## config.mk

```make
export PLATFORM = sky130hd
export DESIGN_NAME = sprite_motion_ctrl
export DESIGN_NICKNAME = d
export VERILOG_FILES = /design/src/rtl/sprite_motion_ctrl.sv
export SDC_FILE = /design/constraint.sdc
export NUM_CORES = 1
export LEC_CHECK = 0
export CAP_MARGIN = 10
export CORE_MARGIN = 2
export CORE_UTILIZATION = 50
export CTS_CLUSTER_SIZE = 25
export DETAILED_ROUTE_END_ITERATION = 10
export PLACE_DENSITY = 0.75
export SETUP_SLACK_MARGIN = 0.05
export SYNTH_ARGS = -nofsm -noshare
export SYNTH_HDL_FRONTEND = slang
export SYNTH_SLANG_ARGS = --single-unit
```

## constraint.sdc

```tcl
create_clock -name i_pix_clk -period 3.3 [get_ports i_pix_clk]
set_clock_uncertainty 0.15 [all_clocks]
set_input_delay 0.495 -clock i_pix_clk [delete_from_list [all_inputs] [get_ports i_pix_clk]]
set_output_delay 0.495 -clock i_pix_clk [all_outputs]
set_load 0.005 [all_outputs]
```

## src/rtl/sprite_motion_ctrl.sv

```systemverilog
// -----------------------------------------------------------------------------
// sprite_motion_ctrl
//
// Frame-rate motion engine for the scrolling tile layer. It counts vertical-sync
// pulses in the pixel-clock domain and, every FRAME_DIV frames, spends one
// cycle (STEP) adding the velocity to the position. Each axis independently
// reflects off the [0, MAX) bounds.
//
// Optional feature: define SPRITE_MOTION_WRAP_EN to get toroidal wrap instead
// of bouncing. In that build velocities never change and the bounce pulses
// stay at 0.
//
// Ports
//   i_pix_clk    in   1   pixel clock, sole clock
//   i_reset      in   1   synchronous active-high reset
//   i_vert_sync  in   1   vertical sync (active level SYNC_POL), same domain
//   i_enable     in   1   1 = count frames and move, 0 = freeze
//   o_offset_x   out  16  signed x position
//   o_offset_y   out  16  signed y position
//   o_vel_x      out  16  signed x velocity
//   o_vel_y      out  16  signed y velocity
//   o_update     out  1   one-cycle pulse, offsets changed this cycle
//   o_bounce_x   out  1   one-cycle pulse with o_update, x reflected
//   o_bounce_y   out  1   one-cycle pulse with o_update, y reflected
// -----------------------------------------------------------------------------
module sprite_motion_ctrl #(
    parameter int X_MAX     = 800,
    parameter int Y_MAX     = 150,
    parameter int FRAME_DIV = 8,
    parameter int INIT_VX   = 2,
    parameter int INIT_VY   = 0,
    parameter bit SYNC_POL  = 1'b1
) (
    input  logic               i_pix_clk,
    input  logic               i_reset,
    input  logic               i_vert_sync,
    input  logic               i_enable,
    output logic signed [15:0] o_offset_x,
    output logic signed [15:0] o_offset_y,
    output logic signed [15:0] o_vel_x,
    output logic signed [15:0] o_vel_y,
    output logic               o_update,
    output logic               o_bounce_x,
    output logic               o_bounce_y
);

    // FRAME_DIV == 1 would give a zero-width counter; keep at least one bit.
    localparam int              CNT_W    = (FRAME_DIV > 1) ? $clog2(FRAME_DIV) : 1;
    localparam logic [CNT_W-1:0] CNT_LAST = CNT_W'(FRAME_DIV - 1);

    typedef enum logic {
        ST_IDLE,
        ST_STEP
    } state_t;

    state_t            state_reg, state_next;
    logic [CNT_W-1:0]  frame_cnt_reg, frame_cnt_next;
    logic              sync_q_reg;
    logic [1:0][15:0]  off_reg, off_next, vel_reg, vel_next;
    logic [1:0][15:0]  off_step, vel_step;
    logic [1:0]        bounce_reg, bounce_next, bounce_step;
    logic              update_reg, update_next;
    logic              frame_edge;

    // Leading edge of the active sync level.
    assign frame_edge = (i_vert_sync == SYNC_POL) && (sync_q_reg != SYNC_POL);

    // Per-axis candidate result of a step; index 0 = x, 1 = y.
    generate
        for (genvar gi = 0; gi < 2; gi++) begin : g_axis
            localparam int               LIM   = (gi == 0) ? X_MAX : Y_MAX;
            localparam logic signed [16:0] LIM_S = 17'(LIM);

            logic signed [16:0] sum;
            logic [15:0]        off_c;
            logic [15:0]        vel_c;
            logic               bnc_c;

            // 17-bit signed sum so overflow past 16 bits never aliases into range.
            assign sum = $signed({off_reg[gi][15], off_reg[gi]})
                       + $signed({vel_reg[gi][15], vel_reg[gi]});

`ifdef SPRITE_MOTION_WRAP_EN
            localparam logic [15:0] LIM_16 = 16'(LIM);

            always_comb begin
                off_c = sum[15:0];
                vel_c = vel_reg[gi];
                bnc_c = 1'b0;
                if (sum >= LIM_S) begin
                    off_c = sum[15:0] - LIM_16;
                end else if (sum[16]) begin
                    off_c = sum[15:0] + LIM_16;
                end
            end
`else
            localparam logic [15:0] LIM_M1 = 16'(LIM - 1);

            always_comb begin
                off_c = sum[15:0];
                vel_c = vel_reg[gi];
                bnc_c = 1'b0;
                if (sum >= LIM_S) begin
                    off_c = LIM_M1;
                    vel_c = ~vel_reg[gi] + 16'd1;
                    bnc_c = 1'b1;
                end else if (sum[16]) begin
                    off_c = 16'd0;
                    vel_c = ~vel_reg[gi] + 16'd1;
                    bnc_c = 1'b1;
                end
            end
`endif

            assign off_step[gi]    = off_c;
            assign vel_step[gi]    = vel_c;
            assign bounce_step[gi] = bnc_c;
        end
    endgenerate

    always_comb begin
        state_next     = state_reg;
        frame_cnt_next = frame_cnt_reg;
        off_next       = off_reg;
        vel_next       = vel_reg;
        bounce_next    = 2'b00;
        update_next    = 1'b0;
        case (state_reg)
            ST_IDLE: begin
                if (frame_edge && i_enable) begin
                    if (frame_cnt_reg == CNT_LAST) begin
                        frame_cnt_next = '0;
                        state_next     = ST_STEP;
                    end else begin
                        frame_cnt_next = frame_cnt_reg + CNT_W'(1);
                    end
                end
            end
            ST_STEP: begin
                // Commits regardless of i_enable: a started step always finishes.
                // An edge cannot be seen here (sync was active last cycle).
                off_next    = off_step;
                vel_next    = vel_step;
                bounce_next = bounce_step;
                update_next = 1'b1;
                state_next  = ST_IDLE;
            end
            default: state_next = ST_IDLE;
        endcase
    end

    always_ff @(posedge i_pix_clk) begin
        if (i_reset) begin
            state_reg     <= ST_IDLE;
            frame_cnt_reg <= '0;
            sync_q_reg    <= ~SYNC_POL;
            off_reg       <= '0;
            vel_reg[0]    <= 16'(INIT_VX);
            vel_reg[1]    <= 16'(INIT_VY);
            bounce_reg    <= 2'b00;
            update_reg    <= 1'b0;
        end else begin
            state_reg     <= state_next;
            frame_cnt_reg <= frame_cnt_next;
            sync_q_reg    <= i_vert_sync;
            off_reg       <= off_next;
            vel_reg       <= vel_next;
            bounce_reg    <= bounce_next;
            update_reg    <= update_next;
        end
    end

    assign o_offset_x = $signed(off_reg[0]);
    assign o_offset_y = $signed(off_reg[1]);
    assign o_vel_x    = $signed(vel_reg[0]);
    assign o_vel_y    = $signed(vel_reg[1]);
    assign o_update   = update_reg;
    assign o_bounce_x = bounce_reg[0];
    assign o_bounce_y = bounce_reg[1];

endmodule
```

### Word-level counts from Yosys, hierarchy flattened

Cells that the tools add are included.
Widths: inputs -> output; s select.

* bitwise operators: 4
* reduce and logical (&&, ||, !) cells: 8
* muxes and demuxes: 17
* $add $sub $neg: 5
* equal/unequal tests: 1
* $lt $le $gt $ge: 2

Operators with widths (number)
* $mux 16: 8
* $add 16x16->17: 2
* $add 16x1->16 const B: 2
* $not 16->16: 2
* $ge 17x11->1 const B: 1
* $ge 17x9->1 const B: 1
* $mux 1: 7
* $reduce_and 2->1: 3
* $reduce_bool 2->1: 2
* $add 3x1->3 const B: 1
* $eq 3x3->1 const B: 1
* $mux 3: 1
* $logic_and 1x1->1: 2
* $not 1->1: 2
* $pmux 1 s2: 1
* $reduce_or 2->1: 1

* output and inout bits: 67
* flip-flop bits (word level): 72

### Longest topological paths before layout

Gate-level depths: netlist of run 1.

* depth in word-level cells: 5
* mapped depth: 11

### Worst setup path after synthesis of run 1

No wires, ideal clock.

* kind: register to register
* start: register vel_reg, in the netlist o_vel_y[11]
* end: register off_reg, in the netlist o_offset_y[2]
* cell stages (with the launch flop): 11
* path slack: 0.323 ns
* library setup time: 0.122 ns
* data arrival time: 2.706 ns
* path buffers: 1
* clock period less this slack: 2.977 ns
* required time: 3.028 ns
* path through: dfxtp_1 > ha_1 > buf_6 > a21o_4 > a221oi_4 > o2bb2ai_1 > a2111o_1 > nor4_4 > nand3_4 > and2_4 > a221o_1

* longest elaborated chain between the ends: 3
* elaborated cells between the ends (all ways): 4
* classes of those cells: add/sub: 1; order compare: 1; mux: 2

Ends and longest elaborated chain
* from (decl): line 59 `logic [1:0][15:0] off_reg, off_next, vel_reg, vel_next;`
* from (signal assigned): line 167 `vel_reg <= vel_next;`
* $add 16x16->17 *: line 81 `+ $signed({vel_reg[gi][15], vel_reg[gi]});`
* $ge 17x9->1 or $mux 16 (tied branches): line 103, 107
* $mux 16 *: line 103 `if (sum >= LIM_S) begin`
* to (signal assigned): line 166 `off_reg <= off_next;`
* to (decl): line 59

Mark *: on every way between the ends. The rest lies on a longest branch, timed or not.
A chain may end at the register's enable or synchronous reset.

### Final worst setup path of run 1

* start: register off_reg, in the netlist o_offset_y[13]
* end: register off_reg, in the netlist o_offset_y[2]

* longest elaborated chain between the ends: 3
* elaborated cells between the ends (all ways): 4
* classes of those cells: add/sub: 1; order compare: 1; mux: 2

Ends and longest elaborated chain (line)
* $add 16x16->17 *: 81
* $ge 17x9->1 or $mux 16 (tied branches): 103, 107
* $mux 16 *: 103

Marked as above.

==> impl_metrics.env, run 1 <==
export IMPL_synth_seq_cells=68
export IMPL_fmax_mhz=322
export IMPL_start_util_pct=50.7
export IMPL_dp_slack_ns=0.117
export IMPL_worstPathCellList="ha_1 > and4_2 > a221oi_4 > o2bb2ai_1 > a2111o_1 > nor4_4 > nand3_4 > and2_4 > a221o_1"
export IMPL_synth_edf_count=0
export IMPL_firstDrtPassIters=8
export IMPL_fill_cells=729
export IMPL_drive_gt1_share_pct=12.7
export IMPL_grt_first_pass_wirelength_mm=19.7
export IMPL_postSynthCellCount=503
export IMPL_coreArea_sq_um=8590
export IMPL_grt_max_degree=36
export IMPL_path_class="reg -> reg"
export IMPL_period_needed_ns=3.11
export IMPL_rsz0062_at_grt="no"
export IMPL_yosysMostFrequentCell="dfxtp_1"
export IMPL_clk_path_buf_depth=2
export IMPL_gp_congestion=1.03
export IMPL_wl_per_cell_um=17.6
export IMPL_drc=0
export IMPL_cpMaxStageDelayCell="a2111o_1"
export IMPL_p_per_area_nw_per_um2=312
export IMPL_setup_ws_ns=0.190
export IMPL_hold_class="reg -> reg"
export IMPL_maxCapViolCount=0
export IMPL_clockRootBuffer="clkbuf_8"
export IMPL_switching_share_pct=22.2
export IMPL_netlist_top_cell_by_area="dfxtp_1"
export IMPL_multi_input_comb_area_sq_um=2810
export IMPL_cp_slowest_stage_delay_ns=0.44
export IMPL_finalSetupViolations=0
export IMPL_ys_seq_area_share_pct=31.2
export IMPL_postPlaceCellArea_sq_um=5200
export IMPL_dieWidth_um=97.4
export IMPL_slew_violations=0
export IMPL_synth_distinct_cells=76
export IMPL_clk_pin_slew_ns=0.09
export IMPL_diodes=0
export IMPL_cts_buffers=9
export IMPL_p_seq_share_pct=47.8
export IMPL_synth_area_leaders="dfxtp_1 31%, ha_1 9.2%, a21oi_1 4.1%"
export IMPL_grt_antenna_before_repair=0
export IMPL_p_comb_share_pct=1.6
export IMPL_cts_sinks=68
export IMPL_synth_top_area_share_pct=31.2
export IMPL_synthTopCellsByCount="68 x dfxtp_1, 44 x nor2_1, 36 x a21oi_1"
export IMPL_row_count=34
export IMPL_syn_avg_cell_area_sq_um=8.67
export IMPL_setup_tns_ns=0
export IMPL_max_slew_margin_pct=57.5
export IMPL_dp_hpwl_mm=9.15
export IMPL_cts_tree="done"
export IMPL_hold_ws_ns=0.334
export IMPL_io_buffers=66
export IMPL_synth_area_sq_um=4360
export IMPL_drt_iter0_markers=287
export IMPL_tightest_slew_ns=0.630
export IMPL_leakagePower_nw=2.29
export IMPL_layout_nets=616
export IMPL_ant_nets=0
export IMPL_vias=4121
export IMPL_synthFlopType="dfxtp_1"
export IMPL_power_switching_mw=0.382
export IMPL_die_area_sq_um=9480
export IMPL_ff_latch_area_sq_um=1360
export IMPL_crit_fanout=13
export IMPL_gr_total_overflow=0
export IMPL_power_internal_mw=1.34
export IMPL_arrival_ns=3.21
export IMPL_grt_pass1_vias=3925
export IMPL_grt_usage_pct=25.4
export IMPL_finalCritPeriodShare_pct=94.2
export IMPL_power_frac_clock_pct=50.6
export IMPL_cts_max_level=3
export IMPL_hold_violations=0
export IMPL_synthArstFlopShare_pct=0
export IMPL_cp_start_kind="flip-flop"
export IMPL_cts_hold_buf=0
export IMPL_io_pins=71
export IMPL_irDropWorstVdd_mv=0.219
export IMPL_viasPerCell=5.96
export IMPL_ys_warn_count=0
export IMPL_utilization_pct=64.1
export IMPL_cp_required_ns=3.40
export IMPL_cp_end_kind="flip-flop"
export IMPL_clock_latency_ns=0.36
export IMPL_die_height_um=97.4
export IMPL_area_growth_pct=26.3
export IMPL_wl_mm=12.2
export IMPL_final_area_sq_um=5510
export IMPL_status="finished clean"
[placed cells by master (no fill, tap or decap), types with 6 or more instances in the layout]
cell and n:
clkdlybuf4s50_1 66, a31oi_1 9, a21oi_1 36, a21o_1 16
nand3_1 9, and2_1 19, and3_1 7, nor3_1 11
buf_4 24, xnor2_1 11, nor2_1 43, xor2_1 18
dfxtp_1 68, clkbuf_8 9, nand2_1 22, o21ai_0 17
nand4_1 8, inv_1 24, ha_1 31, o21a_1 6
[cell type report]
cell class / instances / share of cell area (%)
inverters: 24 / 1.64
clock buffers: 9 / 2.25
well taps: 108 / 2.45
flip-flops and latches: 68 / 24.7
repair buffers: 91 / 15.6
multi-input cells: 385 / 51.1
clock inverters: 7 / 2.20
[power groups by stage]
stage,sequential (mW),combinational [mW],clock [mW]
global placement,0.842,0.0262,0
floorplan,0.842,0.0206,0
CTS,0.822,0.0273,0.884
detailed placement,0.842,0.0270,0
global route,0.823,0.0297,0.918
finish,0.822,0.0270,0.870
[path summary, 6_finish.rpt]
path	start	to	slack, ns	cells after the start
worst max register to register	o_offset_y[13]	o_offset_y[2]	0.19	9
worst min register to register	o_offset_y[0]	o_offset_y[0]	0.33	1
worst max-delay path	o_offset_y[13]	o_offset_y[2]	0.19	9
worst min-delay path	o_offset_y[0]	o_offset_y[0]	0.33	1
[worst max-delay path: cells and delay by family (launching register included)]
kind            cells  cell delay, ns
flops               1            0.33
simple gates        4            1.04
fa+ha+maj           1            0.41
compound gates      4            1.06
[metal layers]
metal	vias up	wire length, um	global-route usage, %
li1	1985	-	-
met1	1944	5250	32.0
met2	166	6000	43.8
met3	26	758	4.32
met4	0	192	8.65
met5	-	0	0
[repair_timing]
item | CTS | global route
setup endpoints to repair | 0 | 25
resized for setup | 0 | 10
setup buffers | 0 | 2
[stage by stage]
stage	power, mW	cells
3_3_place_gp	0.868	674
5_1_grt	1.77	692
4_1_cts	1.73	690
6_report	1.72	692
3_5_place_dp	0.869	674
2_1_floorplan	0.862	505
[logic make-up (layout without fill, tap and decap cells)]
logic type	Yosys count	in the layout	synth area share (%)
compound gates	159	159	27.0
simple gates	152	152	18.7
flops	68	68	31.2
buf+inv	52	131	5.51
fa+ha+maj	33	33	9.64
xor+xnor	30	30	6.03
mux	7	7	1.66
other cells	2	4	0.172
Note: power is estimated with default switching activity, not from simulation.
==> run 2, diff against run 1 <==
SKIP_CTS_REPAIR_TIMING = 1   (was default)
==> results of run 2 <==
The final DEF is identical to that of run 1; final timing and power are the same.
